**config.mk**
```make
export PLATFORM = sky130hd
export DESIGN_NAME = pkt_mem_loader
export DESIGN_NICKNAME = d
export VERILOG_FILES = /design/src/rtl/pkt_mem_loader_pkg.sv /design/src/rtl/pkt_mem_loader_frame_tracker.sv /design/src/rtl/pkt_mem_loader.sv
export SDC_FILE = /design/constraint.sdc
export NUM_CORES = 1
export LEC_CHECK = 0
export CAP_MARGIN = 25
export CORE_AREA = 2 2 156 158
export CTS_BUF_LIST = sky130_fd_sc_hd__clkbuf_4
export DETAILED_ROUTE_END_ITERATION = 7
export DIE_AREA = 0 0 158 160
export RECOVER_POWER = 50
export SLEW_MARGIN = 20
export SYNTH_ARGS = -nofsm -noshare
export SYNTH_HDL_FRONTEND = slang
export SYNTH_SLANG_ARGS = --single-unit
```
**constraint.sdc**
```tcl
create_clock -name clk -period 3.5 [get_ports clk]
set_clock_uncertainty 0.2 [all_clocks]
set_input_delay 1.05 -clock clk [delete_from_list [all_inputs] [get_ports clk]]
set_output_delay 1.05 -clock clk [all_outputs]
set_load 0.03 [all_outputs]
```
**src/rtl/pkt_mem_loader_pkg.sv**
```systemverilog
// Shared definitions for the program-load snooper: FSM encoding, CMD field layout
// and the stream ctrl decode used by both the frame tracker and the load FSM.
package pkt_mem_loader_pkg;

    typedef enum logic [2:0] {
        ST_IDLE   = 3'd0,
        ST_MODHDR = 3'd1,
        ST_P0     = 3'd2,
        ST_P1     = 3'd3,
        ST_CMD    = 3'd4,
        ST_DATA   = 3'd5,
        ST_DRAIN  = 3'd6
    } load_state_t;

    localparam logic [15:0] DEFAULT_LOAD_ETHERTYPE = 16'h88B5;

    localparam int CMD_ADDR_HI  = 63;
    localparam int CMD_ADDR_LO  = 32;
    localparam int CMD_CNT_HI   = 31;
    localparam int CMD_CNT_LO   = 16;
    localparam int ETYPE_HI     = 31;
    localparam int ETYPE_LO     = 16;

    // Word index of the current word inside the packet, saturating past the CMD word
    localparam int FRM_IDX_W = 4;
    localparam logic [FRM_IDX_W-1:0] FRM_IDX_P0  = 4'd0;
    localparam logic [FRM_IDX_W-1:0] FRM_IDX_P1  = 4'd1;
    localparam logic [FRM_IDX_W-1:0] FRM_IDX_MAX = 4'd15;

    // A nonzero ctrl marks a module header before P0, and the EOP word after it
    function automatic logic is_ctrl_word(input logic [7:0] ctrl);
        return (ctrl != 8'h00);
    endfunction

endpackage

```
**src/rtl/pkt_mem_loader_frame_tracker.sv**
```systemverilog
// pkt_frame_tracker: follows module-header / P0 / EOP framing of the snooped stream
// and classifies the word currently on the bus (header flag, word index, EOP flag).
module pkt_frame_tracker
    import pkt_mem_loader_pkg::*;
#(
    parameter int CTRL_WIDTH = 8
) (
    input  logic                 clk,
    input  logic                 reset,
    input  logic                 in_wr,
    input  logic [CTRL_WIDTH-1:0] in_ctrl,
    output logic                 is_hdr,
    output logic                 is_eop,
    output logic [FRM_IDX_W-1:0] word_idx
);

    logic                 in_pkt_r;
    logic                 in_pkt_s;
    logic [FRM_IDX_W-1:0] cnt_r;
    logic [FRM_IDX_W-1:0] cnt_s;

    // Classify the current word and compute the framing state after it
    always_comb begin
        is_hdr   = 1'b0;
        is_eop   = 1'b0;
        word_idx = FRM_IDX_P0;
        in_pkt_s = in_pkt_r;
        cnt_s    = cnt_r;
        if (in_wr) begin
            if (!in_pkt_r) begin
                if (is_ctrl_word(in_ctrl)) begin
                    is_hdr = 1'b1;
                end else begin
                    in_pkt_s = 1'b1;
                    cnt_s    = FRM_IDX_P1;
                end
            end else begin
                word_idx = cnt_r;
                if (is_ctrl_word(in_ctrl)) begin
                    is_eop   = 1'b1;
                    in_pkt_s = 1'b0;
                    cnt_s    = FRM_IDX_P0;
                end else if (cnt_r != FRM_IDX_MAX) begin
                    cnt_s = cnt_r + 4'd1;
                end else begin
                    cnt_s = cnt_r;
                end
            end
        end else begin
            in_pkt_s = in_pkt_r;
        end
    end

    // Framing state register
    always_ff @(posedge clk) begin
        if (reset) begin
            in_pkt_r <= 1'b0;
            cnt_r    <= FRM_IDX_P0;
        end else begin
            in_pkt_r <= in_pkt_s;
            cnt_r    <= cnt_s;
        end
    end

endmodule

```
**src/rtl/pkt_mem_loader.sv**
```systemverilog
// Turns tagged "program load" packets on the snooped stream into core memory writes.
// Optional checksum trailer check is built when PKT_MEM_LOADER_CSUM_EN is defined.
module pkt_mem_loader
    import pkt_mem_loader_pkg::*;
#(
    parameter int          DATA_WIDTH     = 64,
    parameter int          CTRL_WIDTH     = DATA_WIDTH / 8,
    parameter int          MEM_ADDR_WIDTH = 10,
    parameter logic [15:0] LOAD_ETHERTYPE = DEFAULT_LOAD_ETHERTYPE
) (
    input  logic                      clk,
    input  logic                      reset,
    input  logic [DATA_WIDTH-1:0]     in_data,
    input  logic [CTRL_WIDTH-1:0]     in_ctrl,
    input  logic                      in_wr,
    input  logic                      loader_en,
    output logic                      mem_wr,
    output logic [MEM_ADDR_WIDTH-1:0] mem_addr,
    output logic [DATA_WIDTH-1:0]     mem_data,
    output logic                      core_hold,
    output logic                      load_done,
    output logic                      load_err,
    output logic [31:0]               words_loaded
);

    load_state_t               state_r, state_s;
    logic [MEM_ADDR_WIDTH-1:0] base_r, base_s;
    logic [15:0]               cnt_n_r, cnt_n_s;
    logic [15:0]               idx_r, idx_s;
    logic                      active_r, active_s;
    logic                      mem_wr_r, mem_wr_s;
    logic [MEM_ADDR_WIDTH-1:0] mem_addr_r, mem_addr_s;
    logic [DATA_WIDTH-1:0]     mem_data_r, mem_data_s;
    logic                      core_hold_r, core_hold_s;
    logic                      load_done_r, load_done_s;
    logic                      load_err_r, load_err_s;
    logic [31:0]               words_loaded_r, words_loaded_s;
    logic                      last_s;
`ifdef PKT_MEM_LOADER_CSUM_EN
    logic [DATA_WIDTH-1:0]     csum_r, csum_s;
    logic                      trailer_s;
    assign trailer_s = (idx_r == cnt_n_r);
`endif

    logic                 frm_hdr_s;
    logic                 frm_eop_s;
    logic [FRM_IDX_W-1:0] frm_idx_s;

    pkt_frame_tracker #(
        .CTRL_WIDTH (CTRL_WIDTH)
    ) u_frame_tracker (
        .clk      (clk),
        .reset    (reset),
        .in_wr    (in_wr),
        .in_ctrl  (in_ctrl),
        .is_hdr   (frm_hdr_s),
        .is_eop   (frm_eop_s),
        .word_idx (frm_idx_s)
    );

    assign last_s = (idx_r == (cnt_n_r - 16'd1));

    // Load FSM: next state and next values of every registered output
    always_comb begin
        state_s        = state_r;
        base_s         = base_r;
        cnt_n_s        = cnt_n_r;
        idx_s          = idx_r;
        active_s       = active_r;
        mem_wr_s       = 1'b0;
        mem_addr_s     = mem_addr_r;
        mem_data_s     = mem_data_r;
        core_hold_s    = core_hold_r;
        load_done_s    = 1'b0;
        load_err_s     = load_err_r;
        words_loaded_s = words_loaded_r;
`ifdef PKT_MEM_LOADER_CSUM_EN
        csum_s         = csum_r;
`endif
        if (in_wr) begin
            case (state_r)
                ST_IDLE, ST_MODHDR: begin
                    if (frm_hdr_s) begin
                        state_s = ST_MODHDR;
                    end else if (frm_idx_s == FRM_IDX_P0) begin
                        state_s = ST_P1;
                    end else begin
                        state_s = ST_IDLE;
                    end
                end
                ST_P1: begin
                    if (frm_eop_s) begin
                        state_s = ST_IDLE;
                    end else if ((frm_idx_s == FRM_IDX_P1) && loader_en &&
                                 (in_data[ETYPE_HI:ETYPE_LO] == LOAD_ETHERTYPE)) begin
                        state_s = ST_CMD;
                    end else begin
                        state_s = ST_DRAIN;
                    end
                end
                ST_CMD: begin
                    base_s     = in_data[CMD_ADDR_LO +: MEM_ADDR_WIDTH];
                    cnt_n_s    = in_data[CMD_CNT_HI:CMD_CNT_LO];
                    idx_s      = 16'd0;
                    load_err_s = 1'b0;
`ifdef PKT_MEM_LOADER_CSUM_EN
                    csum_s     = {DATA_WIDTH{1'b0}};
`endif
                    if (frm_eop_s) begin
                        load_err_s  = 1'b1;
                        core_hold_s = 1'b0;
                        active_s    = 1'b0;
                        state_s     = ST_IDLE;
                    end else begin
                        core_hold_s = 1'b1;
                        active_s    = 1'b1;
`ifdef PKT_MEM_LOADER_CSUM_EN
                        // N == 0 still expects a trailer, so always go through DATA
                        state_s     = ST_DATA;
`else
                        if (in_data[CMD_CNT_HI:CMD_CNT_LO] == 16'd0) begin
                            state_s = ST_DRAIN;
                        end else begin
                            state_s = ST_DATA;
                        end
`endif
                    end
                end
                ST_DATA: begin
`ifdef PKT_MEM_LOADER_CSUM_EN
                    if (!trailer_s) begin
                        mem_wr_s       = 1'b1;
                        mem_addr_s     = base_r + idx_r[MEM_ADDR_WIDTH-1:0];
                        mem_data_s     = in_data;
                        idx_s          = idx_r + 16'd1;
                        words_loaded_s = words_loaded_r + 32'd1;
                        csum_s         = csum_r ^ in_data;
                        if (frm_eop_s) begin
                            load_err_s  = 1'b1;
                            load_done_s = 1'b1;
                            core_hold_s = 1'b0;
                            active_s    = 1'b0;
                            state_s     = ST_IDLE;
                        end else begin
                            state_s = ST_DATA;
                        end
                    end else begin
                        if (in_data != csum_r) begin
                            load_err_s = 1'b1;
                        end else begin
                            load_err_s = load_err_r;
                        end
                        if (frm_eop_s) begin
                            load_done_s = 1'b1;
                            core_hold_s = 1'b0;
                            active_s    = 1'b0;
                            state_s     = ST_IDLE;
                        end else begin
                            state_s = ST_DRAIN;
                        end
                    end
`else
                    mem_wr_s       = 1'b1;
                    mem_addr_s     = base_r + idx_r[MEM_ADDR_WIDTH-1:0];
                    mem_data_s     = in_data;
                    idx_s          = idx_r + 16'd1;
                    words_loaded_s = words_loaded_r + 32'd1;
                    if (frm_eop_s) begin
                        if (!last_s) begin
                            load_err_s = 1'b1;
                        end else begin
                            load_err_s = load_err_r;
                        end
                        load_done_s = 1'b1;
                        core_hold_s = 1'b0;
                        active_s    = 1'b0;
                        state_s     = ST_IDLE;
                    end else if (last_s) begin
                        state_s = ST_DRAIN;
                    end else begin
                        state_s = ST_DATA;
                    end
`endif
                end
                ST_DRAIN: begin
                    if (frm_eop_s) begin
                        state_s = ST_IDLE;
                        if (active_r) begin
                            load_done_s = 1'b1;
                            core_hold_s = 1'b0;
                            active_s    = 1'b0;
                        end else begin
                            active_s = 1'b0;
                        end
                    end else begin
                        state_s = ST_DRAIN;
                    end
                end
                default: begin
                    state_s = ST_IDLE;
                end
            endcase
        end else begin
            state_s = state_r;
        end
    end

    // State and output registers
    always_ff @(posedge clk) begin
        if (reset) begin
            state_r        <= ST_IDLE;
            base_r         <= {MEM_ADDR_WIDTH{1'b0}};
            cnt_n_r        <= 16'd0;
            idx_r          <= 16'd0;
            active_r       <= 1'b0;
            mem_wr_r       <= 1'b0;
            mem_addr_r     <= {MEM_ADDR_WIDTH{1'b0}};
            mem_data_r     <= {DATA_WIDTH{1'b0}};
            core_hold_r    <= 1'b0;
            load_done_r    <= 1'b0;
            load_err_r     <= 1'b0;
            words_loaded_r <= 32'd0;
`ifdef PKT_MEM_LOADER_CSUM_EN
            csum_r         <= {DATA_WIDTH{1'b0}};
`endif
        end else begin
            state_r        <= state_s;
            base_r         <= base_s;
            cnt_n_r        <= cnt_n_s;
            idx_r          <= idx_s;
            active_r       <= active_s;
            mem_wr_r       <= mem_wr_s;
            mem_addr_r     <= mem_addr_s;
            mem_data_r     <= mem_data_s;
            core_hold_r    <= core_hold_s;
            load_done_r    <= load_done_s;
            load_err_r     <= load_err_s;
            words_loaded_r <= words_loaded_s;
`ifdef PKT_MEM_LOADER_CSUM_EN
            csum_r         <= csum_s;
`endif
        end
    end

    assign mem_wr       = mem_wr_r;
    assign mem_addr     = mem_addr_r;
    assign mem_data     = mem_data_r;
    assign core_hold    = core_hold_r;
    assign load_done    = load_done_r;
    assign load_err     = load_err_r;
    assign words_loaded = words_loaded_r;

endmodule
```
==> results.md <==
- Die Wd: 158 microns
- CTS max path bufs: 2
- Area contributors post-synth: dfxtp_1 (45%), nand2_1 (12%), a21oi_1 (8.4%)
- Worst slew pin tran: 1190 ps
- Post-synth ARST share: 0
- # Max-Cap Violations: 0
- Outcome: finished clean
- FMAX: 0.320 GHz
- Final core utilization: 0.406
- YS warnings: 0
- Worst Hold Depth: 2
- Worst R2R Start: cnt_n_r[0]
- Vias per inst: 4.68
- Proportion of layout cells with a drive suffix above 1: 0.0503
- Vias: about 6600
- Post-DP HPWL: 13300 microns
- Cell at the root of the clock tree: clkbuf_4
- Initial DRC count: 373
- Final #Nets: 1171
- CTS tree: yes
- Total GRT Usage: 0.152
- Post-route ant nets: 0
- Power density over cell area: between 300 and 400 nW/um^2
- Worst Setup Path Type: in -> reg
- Vias in the first global route: between 6000 and 7000
- Net Count, Synth: ~1000
- Post-CTS setup buffers: 0
- Fin Hold WS: roughly 260 ps
- Drt pass-1 iters: 6
- CTS Hold Bufs: 0
- Crit share post-route: 0.894
- PortBufs: ~190
- Routed WL: 19300 microns
- Most common library cells after synthesis: nand2_1 (224), dfxtp_1 (161), a21oi_1 (121)
- R2R setup slack: 640 ps
- Unrepaired setup endpoints after global routing: false
- Setup TNS Final: 0 ps
- Initial core utilization: 0.303
- Final hold vios: 0
- Worst EP arrival: approximately 3400 ps
- Predominant post-synthesis flop cell: dfxtp_1
- CTS clk-pin slew, worst paths: 130 ps
- Finished Cell Area: 9670 sq um
- Cell area after placement: between 9000 and 10000 sq um
- Initial antenna violation count: 2
- P_leak: 3.17 nW
- HP Class: reg -> reg
- CTS resizes: 0
- Min-delay src: mem_data[42]
- Startpoint type of the worst setup path: input pin
- Place WS: 135 ps
- Post-synthesis to final-layout area growth: 34.0%
- Grt ovf: 0
- Worst-path fanout max: 53
- Clock buffer count from CTS: 17
- Fillers: ~2500
- Endpoint, Worst Hold: mem_data[42]
- Worst R2R End: state_r[0]
- Number of cells on the worst reg-to-reg path: 7
- Maximum vdd drop: roughly 0.22 mV
- Synthesized area: 7220 sq um
- Die extent in y: 160 microns
- Synth top area share: 0.447
- Crit end category: flop
- Mean area per synthesized cell: 7.92 sq um
- Cell taking the most area after synthesis: dfxtp_1
- Number of synthesized register bits: 161
- Distinct cells, synth: 61
- Io pins: 186
- Min cycle time layout: 3130 ps
- Placer Congestion: approximately 0.83
- Worst skew pair latency: roughly 540 ps
- Post-synth EDFFs: 0
- CTS Sinks: 161
- First-pass GRT wire length: just over 30000 microns
- Post-synthesis sequential area ratio: 0.447
- Routed len/inst: 13.6 microns
- Drt drc: 0
- Final Max Slew Viols: 0
- Die area: 25300 sq um
- Most common cell in the synthesized netlist: nand2_1
- Crit path setup slack, layout: 372 ps
- Core area: 23800 sq um
- Data required, critical path: 3780 ps
- Row count: between 50 and 60
- # H-tree levels: 4
- Largest net degree at the start of global routing: 80
- Cell count after synthesis: 911
- Final setup viols: 0
- Slew HR: 0.205
[cell usage in the layout (no fill, tap or decap), types with 10 or more instances in the layout]
| cell | netlist | layout |
|---|---|---|
| dfxtp_1 | 161 | 161 |
| nand4_1 | 16 | 16 |
| o21ai_0 | 12 | 12 |
| nor4_1 | 10 | 10 |
| nand2_1 | 224 | 224 |
| clkdlybuf4s50_1 | 0 | 182 |
| ha_1 | 13 | 13 |
| a21oi_1 | 121 | 121 |
| buf_4 | 0 | 11 |
| nor3_1 | 19 | 19 |
| nor2_1 | 81 | 80 |
| nand3_1 | 23 | 23 |
| xnor2_1 | 36 | 36 |
| xor2_1 | 29 | 29 |
| clkbuf_4 | 0 | 17 |
| or3_1 | 11 | 11 |
| inv_1 | 16 | 16 |
[final cells by class]
cell class	count	area, sq um	share of cell area
Timing Repair Buffer	204	1960	0.203
Antenna cell	2	5.00	0.000518
Clock inverter	15	156	0.0162
Inverter	17	63.8	0.00660
Multi-Input combinational cell	680	3730	0.386
Sequential cell	161	3220	0.333
Tap cell	324	405	0.0419
Clock buffer	17	128	0.0132
[layer usage]
layer	wire [microns]	global-route usage	vias up	share of wire
met2	8800	0.248	151	0.46
met5	0	0	-	0
met3	1320	0.0450	16	0.068
li1	-	-	3415	-
met1	8980	0.197	3062	0.46
met4	214	0.0381	0	0.011
[worst max path at each step]
stage | startpoint | endpoint | depth (start not counted)
floorplan | in_wr | words_loaded[30] | 8
global placement | in_wr | words_loaded[30] | 7
detailed placement | in_wr | words_loaded[30] | 7
CTS | words_loaded[3] | words_loaded[3] | 1
global route | in_wr | core_hold | 7
finish | in_wr | mem_data[20] | 6
[power by group]
group	total (mW)	internal, mW	switching [mW]
Sequential	1.85	1.84	0.0104
Combinational	0.183	0.0996	0.0839
Clock	1.14	0.430	0.710
[critical path: stages]
cell	delay, ps
dlygate4sd3_1	590
nand4b_1	140
buf_4	310
clkbuf_2	940
nand2_1	120
a21oi_1	190
[through the flow]
step                      cells  power (mW)
after floorplan             911        1.95
after global placement     1386        2.07
after detailed placement   1386        2.07
after CTS                  1418        3.24
after global routing       1420        3.32
final                      1420        3.17
[state kept, by name (all words and copies together) (netlist names), 3 cells and up]
| name | count |
|---|---|
| base_r | 10 |
| idx_r | 16 |
| u_frame_tracker.cnt_r | 4 |
| cnt_n_r | 16 |
| words_loaded | 32 |
| mem_data | 64 |
| mem_addr | 10 |
| state_r | 3 |
[logic make-up after synthesis]
logic type	synth area share
buffers and inverters	0.0376
AO/OA/AOI/OAI	0.130
AND/OR/NAND/NOR	0.270
flip-flops	0.447
multiplexers	0.0116
XOR/XNOR	0.0789
adder cells (fa/ha/maj)	0.0253
Power figures use the tool's default switching activity.
